==> config.mk <==
export PLATFORM = sky130hd
export DESIGN_NAME = alarm_ring_ctrl
export DESIGN_NICKNAME = d
export VERILOG_FILES = /design/src/rtl/alarm_pkg.sv /design/src/rtl/beep_gen.sv /design/src/rtl/alarm_ring_ctrl.sv
export SDC_FILE = /design/constraint.sdc
export NUM_CORES = 1
export LEC_CHECK = 0
export CAP_MARGIN = 30
export CORE_ASPECT_RATIO = 0.6
export CORE_MARGIN = 2
export CORE_UTILIZATION = 50
export DETAILED_ROUTE_END_ITERATION = 8
export PLACE_DENSITY_LB_ADDON = 0.15
export SETUP_SLACK_MARGIN = 0.05
export SYNTH_ARGS = -nofsm -noshare
export SYNTH_HDL_FRONTEND = slang
export SYNTH_SLANG_ARGS = --single-unit
==> constraint.sdc <==
create_clock -name CLOCK_50 -period 2.6 [get_ports CLOCK_50]
set_input_delay 0.52 -clock CLOCK_50 [delete_from_list [all_inputs] [get_ports CLOCK_50]]
set_output_delay 0.52 -clock CLOCK_50 [all_outputs]
set_load 0.1 [all_outputs]
==> src/rtl/alarm_pkg.sv <==
// Shared types and widths for the alarm sequencer (alarm_ring_ctrl, beep_gen).
// Optional snooze support is enabled by defining ALARM_SNOOZE_EN.
package alarm_pkg;

   typedef enum logic [1:0] {
      IDLE   = 2'd0,
      RING   = 2'd1,
      SNOOZE = 2'd2
   } alarm_state_t;

   localparam int HOUR_W = 5;
   localparam int MIN_W  = 6;
   localparam int SEC_W  = 6;

   function automatic int clks_per_ms(input int clk_hz);
      return clk_hz / 1000;
   endfunction

endpackage

==> src/rtl/beep_gen.sv <==
// Square-wave buzzer generator: high for HALF clocks, low for HALF clocks.
// Held at 0 while en is low; restarts high on the first enabled cycle.
module beep_gen #(
   parameter int HALF = 12_500_000
) (
   input  logic CLOCK_50,
   input  logic rst_n,
   input  logic en,
   output logic wave
);

   localparam int CNT_W = (HALF > 1) ? $clog2(HALF) : 1;
   localparam logic [CNT_W-1:0] LAST = CNT_W'(HALF - 1);

   logic [CNT_W-1:0] r_cnt;
   logic             r_run;
   logic             r_wave;

   always_ff @(posedge CLOCK_50 or negedge rst_n) begin
      if (!rst_n) begin
         r_cnt  <= '0;
         r_run  <= 1'b0;
         r_wave <= 1'b0;
      end else if (!en) begin
         r_cnt  <= '0;
         r_run  <= 1'b0;
         r_wave <= 1'b0;
      end else if (!r_run) begin
         r_cnt  <= '0;
         r_run  <= 1'b1;
         r_wave <= 1'b1;
      end else if (r_cnt == LAST) begin
         r_cnt  <= '0;
         r_wave <= ~r_wave;
      end else begin
         r_cnt  <= r_cnt + 1'b1;
      end
   end

   assign wave = r_wave;

endmodule

==> src/rtl/alarm_ring_ctrl.sv <==
// Alarm sequencer: matches time-of-day against the alarm, rings, times out and snoozes.
// Snooze (SNOOZE state, snooze counters) exists only when ALARM_SNOOZE_EN is defined.
module alarm_ring_ctrl
   import alarm_pkg::*;
#(
   parameter int CLK_HZ       = 50_000_000,
   parameter int BEEP_HALF_MS = 250,
   parameter int RING_SEC     = 60,
   parameter int SNOOZE_MIN   = 5,
   parameter int MAX_SNOOZE   = 3
) (
   input  logic              CLOCK_50,
   input  logic              rst_n,
   input  logic              tick_1hz,
   input  logic [HOUR_W-1:0] cur_hour,
   input  logic [MIN_W-1:0]  cur_min,
   input  logic [SEC_W-1:0]  cur_sec,
   input  logic [HOUR_W-1:0] alm_hour,
   input  logic [MIN_W-1:0]  alm_min,
   input  logic              adjust,
   input  logic              adjust_alarm,
   input  logic              flip_state,
   input  logic              stop_req,
   input  logic              snooze_req,
   output logic              armed,
   output logic              ringing,
   output logic              snoozing,
   output logic              buzzer
);

   localparam int HALF   = clks_per_ms(CLK_HZ) * BEEP_HALF_MS;
   localparam int RING_W = $clog2(RING_SEC + 1);
   localparam logic [RING_W-1:0] RING_LAST = RING_W'(RING_SEC - 1);

   alarm_state_t      r_state, w_state_next;
   logic              r_armed;
   logic              r_ringing;
   logic [RING_W-1:0] r_ring_cnt, w_ring_cnt_next;
   logic              w_match, w_disarm, w_ring_en;

`ifdef ALARM_SNOOZE_EN
   localparam int SZ_TICKS = SNOOZE_MIN * 60;
   localparam int SZ_W     = $clog2(SZ_TICKS + 1);
   localparam int SN_W     = (MAX_SNOOZE > 0) ? $clog2(MAX_SNOOZE + 1) : 1;
   localparam logic [SZ_W-1:0] SZ_LAST = SZ_W'(SZ_TICKS - 1);
   localparam logic [SN_W-1:0] SN_MAX  = SN_W'(MAX_SNOOZE);

   logic [SZ_W-1:0] r_sz_cnt, w_sz_cnt_next;
   logic [SN_W-1:0] r_snooze_cnt, w_snooze_cnt_next;
   logic            r_snoozing;
`else
   // Snooze inputs and parameters have no function in this build.
   logic w_unused_snooze;
   assign w_unused_snooze = snooze_req & (SNOOZE_MIN >= 0) & (MAX_SNOOZE >= 0);
`endif

   // armed is sampled before its toggle, so arming in a match cycle cannot ring.
   assign w_match  = tick_1hz & r_armed & adjust & ~adjust_alarm &
                     (cur_hour == alm_hour) & (cur_min == alm_min) & (cur_sec == '0);
   assign w_disarm = flip_state & r_armed;

   always_comb begin
      w_state_next    = r_state;
      w_ring_cnt_next = r_ring_cnt;
`ifdef ALARM_SNOOZE_EN
      w_sz_cnt_next     = r_sz_cnt;
      w_snooze_cnt_next = w_disarm ? '0 : r_snooze_cnt;
`endif
      case (r_state)
         IDLE: begin
            if (w_match && !w_disarm) begin
               w_state_next    = RING;
               w_ring_cnt_next = '0;
`ifdef ALARM_SNOOZE_EN
               w_snooze_cnt_next = '0;
`endif
            end
         end
         RING: begin
            if (w_disarm || !adjust || stop_req) begin
               w_state_next = IDLE;
`ifdef ALARM_SNOOZE_EN
            end else if (snooze_req && (r_snooze_cnt < SN_MAX)) begin
               w_state_next      = SNOOZE;
               w_sz_cnt_next     = '0;
               w_snooze_cnt_next = r_snooze_cnt + 1'b1;
            end else if (snooze_req) begin
               w_state_next = IDLE;
`endif
            end else if (tick_1hz) begin
               if (r_ring_cnt == RING_LAST) w_state_next = IDLE;
               else                         w_ring_cnt_next = r_ring_cnt + 1'b1;
            end
         end
`ifdef ALARM_SNOOZE_EN
         SNOOZE: begin
            if (w_disarm || !adjust || stop_req) begin
               w_state_next = IDLE;
            end else if (tick_1hz) begin
               if (r_sz_cnt == SZ_LAST) begin
                  w_state_next    = RING;
                  w_ring_cnt_next = '0;
               end else begin
                  w_sz_cnt_next = r_sz_cnt + 1'b1;
               end
            end
         end
`endif
         default: w_state_next = IDLE;
      endcase
   end

   always_ff @(posedge CLOCK_50 or negedge rst_n) begin
      if (!rst_n) begin
         r_state    <= IDLE;
         r_armed    <= 1'b0;
         r_ringing  <= 1'b0;
         r_ring_cnt <= '0;
`ifdef ALARM_SNOOZE_EN
         r_sz_cnt     <= '0;
         r_snooze_cnt <= '0;
         r_snoozing   <= 1'b0;
`endif
      end else begin
         r_state    <= w_state_next;
         r_armed    <= r_armed ^ flip_state;
         r_ringing  <= (w_state_next == RING);
         r_ring_cnt <= w_ring_cnt_next;
`ifdef ALARM_SNOOZE_EN
         r_sz_cnt     <= w_sz_cnt_next;
         r_snooze_cnt <= w_snooze_cnt_next;
         r_snoozing   <= (w_state_next == SNOOZE);
`endif
      end
   end

   // Driven from the next state so the buzzer rises together with ringing.
   assign w_ring_en = (w_state_next == RING);

   beep_gen #(.HALF(HALF)) u_beep (
      .CLOCK_50 (CLOCK_50),
      .rst_n    (rst_n),
      .en       (w_ring_en),
      .wave     (buzzer)
   );

   assign armed   = r_armed;
   assign ringing = r_ringing;
`ifdef ALARM_SNOOZE_EN
   assign snoozing = r_snoozing;
`else
   assign snoozing = 1'b0;
`endif

endmodule

==> flow_metrics.env, run 1 <==
export IMPL_maxSlewHeadroom=0.485
export IMPL_synth_area_leader_cell="dfrtp_1"
export IMPL_synth_area_um2=1910
export IMPL_final_util=0.662
export IMPL_register_area_um2=876
export IMPL_ctsResizeCount=0
export IMPL_place_gp_congestion=0.838
export IMPL_min_period_ns=2.32
export IMPL_synthFlopType="dfrtp_1"
export IMPL_cts_tree="yes"
export IMPL_overflow=0
export IMPL_track_usage=0.214
export IMPL_drcViolationCount=0
export IMPL_busiest_layer="met2"
export IMPL_cp_data_arrival_time_ns=2.54
export IMPL_grt_pass1_wl_um=6940
export IMPL_worst_pin_slew_ns=0.767
export IMPL_grt_pass1_vias=1535
export IMPL_die_area_um2=4340
export IMPL_via_per_inst=5.42
export IMPL_ctsHoldBuffers=0
export IMPL_num_rows=17
export IMPL_ys_async_sr_fraction=1.00
export IMPL_start_util=0.522
export IMPL_initialDrtViolationCount=90
export IMPL_synth_top_area_share=0.459
export IMPL_h_tree_depth=2
export IMPL_yosys_register_bits=35
export IMPL_setup_slack_ns=0.283
export IMPL_routed_via_count=1549
export IMPL_use_met2=0.337
export IMPL_hp_class="reg2reg"
export IMPL_met1_usage=0.275
export IMPL_cts_sinks=35
export IMPL_fin_nets=277
export IMPL_antenna_cells=0
export IMPL_die_x_um=83.8
export IMPL_crit_required_ns=2.82
export IMPL_syn_inst=194
export IMPL_ant_nets=0
export IMPL_drv_slew=0
export IMPL_status="finished clean"
export IMPL_ios=40
export IMPL_grt_max_degree=36
export IMPL_cp_end_kind="register"
export IMPL_ys_types=36
export IMPL_fmaxAchievable_ghz=0.432
export IMPL_first_pass_iters=4
export IMPL_yosysSeqAreaShare=0.459
export IMPL_post_cts_setup_buffer_count=0
export IMPL_fp_dieH_um=51.9
export IMPL_clock_skew_ns=0.00405
export IMPL_areaGrowthSynthToFinish_pct=27.0
export IMPL_pre_cts_ws_ns=-0.0448
export IMPL_wl_per_cell_um=14.6
export IMPL_multiInputGateArea_um2=987
export IMPL_rsz0062_at_grt="no"
export IMPL_power_density_nw_per_um2=465
export IMPL_yosysMostFrequentCell="dfrtp_1"
export IMPL_synth_common_cells="35 x dfrtp_1, 24 x xnor2_1, 19 x nor2_1"
export IMPL_hpwl_um=3220
export IMPL_synth_edf_count=0
export IMPL_path_max_fanout=12
export IMPL_coreArea_um2=3660
export IMPL_io_buffers=37
export IMPL_drv_cap=0
export IMPL_ir_worst_vdd_v=0.000317
export IMPL_cts_root_buf="clkbuf_8"
export IMPL_timing_final_crit_share=0.891
export IMPL_cts_buffers=5
export IMPL_antenna_found_initial=0
export IMPL_syn_mean_instance_area_um2=9.84
export IMPL_layout_drive_gt1_share=0.113
export IMPL_fill_cells=303
export IMPL_start_kind="input port"
export IMPL_hold_viol_final=0
export IMPL_wl_um=4190
export IMPL_use_met3=0.0810
export IMPL_synth_area_leaders="dfrtp_1 46%, xnor2_1 11%, xor2_1 6.0%"
export IMPL_clk_insertion_delay_late_ns=0.29
export IMPL_ys_warn_count=0
export IMPL_worstSetupPathType="in2reg"
export IMPL_clk_path_buf_depth=2
export IMPL_p_leak_uw=0.000934
export IMPL_setup_violations=0
export IMPL_clk_pin_slew_ns=0.07
[cell families after synthesis]
| family | Yosys count | share of synthesized area |
|---|---|---|
| DFF | 35 | 0.459 |
| xor gates and xnor gates | 37 | 0.170 |
| adders and majority gates | 3 | 0.0197 |
| AOI/OAI and AO/OA | 10 | 0.0348 |
| and+or+nand+nor | 98 | 0.289 |
| other | 1 | 0.00197 |
| buffers and inverters | 10 | 0.0256 |
[power breakdown]
part	internal [µW]	switching (µW)	leakage [µW]
registers	553	6.97	0.000485
clock network	187	200	0.0000412
logic	75.0	106	0.000408
[state kept, by name, indices dropped and copies added, names as in the netlist]
signal	count
r_ring_cnt	6
r_state	2
ringing	1
armed	1
u_beep.wave	1
u_beep.r_cnt	24
[cell type report]
type	count	share of cell area
Inverter	7	0.0108
Multi-Input combinational cell	150	0.407
Clock buffer	6	0.0299
Sequential cell	35	0.361
Clock inverter	2	0.00516
Timing Repair Buffer	39	0.161
Tap cell	47	0.0243
[metrics by stage]
step | instance area (µm²) | TNS (ns) | total power (µW) | hold slack [ns] | instances
after floorplan | 1910 | 0 | 663 | 0.224 | 195
after global placement | 2340 | 0 | 748 | 0.497 | 278
after detailed placement | 2340 | -0.401 | 754 | 0.503 | 278
after CTS | 2420 | 0 | 1150 | 0.518 | 286
after global routing | 2420 | 0 | 1170 | 0.548 | 286
final | 2420 | 0 | 1130 | 0.514 | 286
[placed cells by master, fill, tap and decap left out, types with 3 or more instances in the layout]
cell type / n
a21oi_1: 3
and2_1: 3
and3_1: 3
buf_4: 4
clkbuf_8: 5
clkdlybuf4s50_1: 34
dfrtp_1: 35
ha_1: 3
inv_1: 7
nand2_1: 12
nand3_1: 13
nand4_1: 11
nor2_1: 19
nor2_2: 10
nor3_1: 13
xnor2_1: 24
xor2_1: 13
[worst max-delay path, stage by stage]
cell and delay (ns):
clkdlybuf4s50_1 0.41, ha_1 0.22, and4bb_1 0.30, nand4b_1 0.16, nor4_4 0.35, buf_12 0.17, o21bai_2 0.23, nor2_2 0.18
[metal layers]
| metal | vias up | share of wire |
|---|---|---|
| met5 | - | 0 |
| met4 | 0 | 0.0091 |
| met3 | 7 | 0.070 |
| met2 | 56 | 0.43 |
| met1 | 734 | 0.49 |
| li1 | 752 | - |
[final timing paths]
| kind | start | slack (ns) | to | depth (start not counted) |
|---|---|---|---|---|
| max in group asynchronous | rst_n | 1.64 | u_beep.r_cnt[8] | 2 |
| worst max-delay path | flip_state | 0.28 | u_beep.r_cnt[17] | 8 |
| worst min-delay path | u_beep.r_cnt[0] | 0.51 | u_beep.r_cnt[0] | 1 |
| worst min register to register | u_beep.r_cnt[0] | 0.51 | u_beep.r_cnt[0] | 1 |
| worst max register to register | r_ring_cnt[0] | 0.51 | u_beep.r_cnt[5] | 6 |
| min in group asynchronous | rst_n | 0.64 | armed | 2 |
No activity file was read; power rests on OpenSTA's default activity.
==> run 2, diff against run 1 <==
--- a/config.mk
+++ b/config.mk
@@ -8,7 +8,7 @@
 export CAP_MARGIN = 30
 export CORE_ASPECT_RATIO = 0.6
 export CORE_MARGIN = 2
-export CORE_UTILIZATION = 50
+export CORE_UTILIZATION = 40
 export DETAILED_ROUTE_END_ITERATION = 8
 export PLACE_DENSITY_LB_ADDON = 0.15
 export SETUP_SLACK_MARGIN = 0.05
==> run 2 against run 1 <==
Effect of this change:
- global-route usage decreased by 4.6 points
- clock skew rose by 0.0045 ns
- register-to-register slack gained 0.10 ns
- highest routed layer unchanged
==> flow_metrics.env, run 2 (synthesized netlist as in run 1, its figures left out) <==
export IMPL_ctsHoldBuffers=0
export IMPL_coreArea_um2=4590
export IMPL_drv_slew=0
export IMPL_critPathSlowestCell="nor4_4"
export IMPL_cp_end_kind="register"
export IMPL_ctsResizeCount=0
export IMPL_dp_cells=296
export IMPL_worst_pin_slew_ns=0.587
export IMPL_finalPower_uw=1320
export IMPL_p_leak_uw=0.000971
export IMPL_mostFrequentLayoutCells="35 x dfrtp_1, 34 x clkdlybuf4s50_1, 24 x xnor2_1"
export IMPL_timing_final_crit_share=0.861
export IMPL_areaGrowthSynthToFinish_pct=31.3
export IMPL_place_gp_congestion=0.805
export IMPL_h_tree_depth=2
export IMPL_hp_class="reg2reg"
export IMPL_hold_viol_final=0
export IMPL_num_rows=19
export IMPL_drv_cap=0
export IMPL_crit_required_ns=2.78
export IMPL_wl_per_cell_um=13.2
export IMPL_rsz0062_at_grt="no"
export IMPL_clk_pin_slew_ns=0.07
export IMPL_ant_nets=0
export IMPL_status="finished clean"
export IMPL_clk_insertion_delay_late_ns=0.29
export IMPL_cp_data_arrival_time_ns=2.42
export IMPL_fp_dieH_um=57.5
export IMPL_drcViolationCount=0
export IMPL_cts_sinks=35
export IMPL_hpwl_um=3100
export IMPL_clock_skew_ns=0.00856
export IMPL_fill_cells=420
export IMPL_start_util=0.416
export IMPL_critPathMaxStageDelay_ns=0.44
export IMPL_mostFrequentLayoutCell="dfrtp_1"
export IMPL_cts_tree="yes"
export IMPL_fin_nets=279
export IMPL_grt_pass1_vias=1425
export IMPL_antenna_found_initial=0
export IMPL_cts_root_buf="clkbuf_8"
export IMPL_die_area_um2=5360
export IMPL_io_buffers=37
export IMPL_min_period_ns=2.24
export IMPL_initialDrtViolationCount=44
export IMPL_largest_reg_flops=24
export IMPL_cts_buffers=5
export IMPL_grt_pass1_wl_um=6790
export IMPL_die_x_um=93.2
export IMPL_whs_ns=0.513
export IMPL_routed_via_count=1493
export IMPL_wl_um=4000
export IMPL_first_pass_iters=4
export IMPL_power_density_nw_per_um2=527
export IMPL_grt_max_degree=36
export IMPL_fmaxAchievable_ghz=0.446
export IMPL_ios=40
export IMPL_setup_violations=0
export IMPL_setup_tns_ns=0
export IMPL_maxSlewHeadroom=0.608
export IMPL_worstSetupPathType="in2reg"
export IMPL_start_kind="input port"
export IMPL_final_cells=304
export IMPL_critPathTopFamily="simple AND/OR/NAND/NOR gates"
export IMPL_via_per_inst=4.91
export IMPL_crit_chain="clkdlybuf4s50_1 -> ha_1 -> and4bb_1 -> nand4b_1 -> nor4_4 -> buf_4 -> nand3b_1 -> o21ai_0"
export IMPL_track_usage=0.168
export IMPL_path_max_fanout=6
export IMPL_ir_worst_vdd_v=0.000343
export IMPL_top_regs="u_beep.r_cnt x24, r_ring_cnt x6, r_state x2"
export IMPL_post_cts_setup_buffer_count=0
export IMPL_clk_path_buf_depth=2
export IMPL_antenna_cells=0
export IMPL_crit_buf_inv=2
export IMPL_regMostFlops="u_beep.r_cnt"
export IMPL_overflow=0
export IMPL_layout_drive_gt1_share=0.120
## run 2: per-stage QoR
stage          area, µm²  worst slack, ns   util
2_1_floorplan       1910            0.115      -
3_3_place_gp        2370           0.0737  0.517
3_5_place_dp        2370           0.0506  0.517
4_1_cts             2510            0.365  0.546
5_1_grt             2510            0.187  0.546
6_report            2510            0.360  0.546
## run 2: worst paths after layout
path	end	cells past startpoint	slack, ns	from
setup / recovery	r_ring_cnt[0]	8	0.36	flip_state
hold / removal	u_beep.r_cnt[0]	1	0.51	u_beep.r_cnt[0]
setup reg to reg	r_ring_cnt[0]	7	0.61	armed
hold reg to reg	u_beep.r_cnt[0]	1	0.51	u_beep.r_cnt[0]
max in group asynchronous	u_beep.r_cnt[19]	2	1.63	rst_n
min in group asynchronous	u_beep.r_cnt[9]	2	0.64	rst_n
## run 2: area by class of cell
cell class,instances,area [µm²],area share
timing repair buffer,41,405,0.162
inverter,7,26.3,0.0105
clock inverter,2,60.1,0.0240
clock buffer,6,72.6,0.0290
tap,63,78.8,0.0315
sequential,35,876,0.349
multi-input combinational,150,987,0.394
## run 2: power breakdown
group | internal (µW) | leakage (µW) | switching [µW] | total [µW]
sequential | 553 | 0.000485 | 7.48 | 561
clock | 383 | 0.0000654 | 199 | 582
combinational | 74.6 | 0.000421 | 103 | 177
total | 1010 | 0.000971 | 309 | 1320
## run 2: layer usage
layer,global-route usage,part of all wire
met2,0.224,0.39
met3,0.0515,0.051
met5,0,0
met4,0.0630,0.013
met1,0.254,0.54
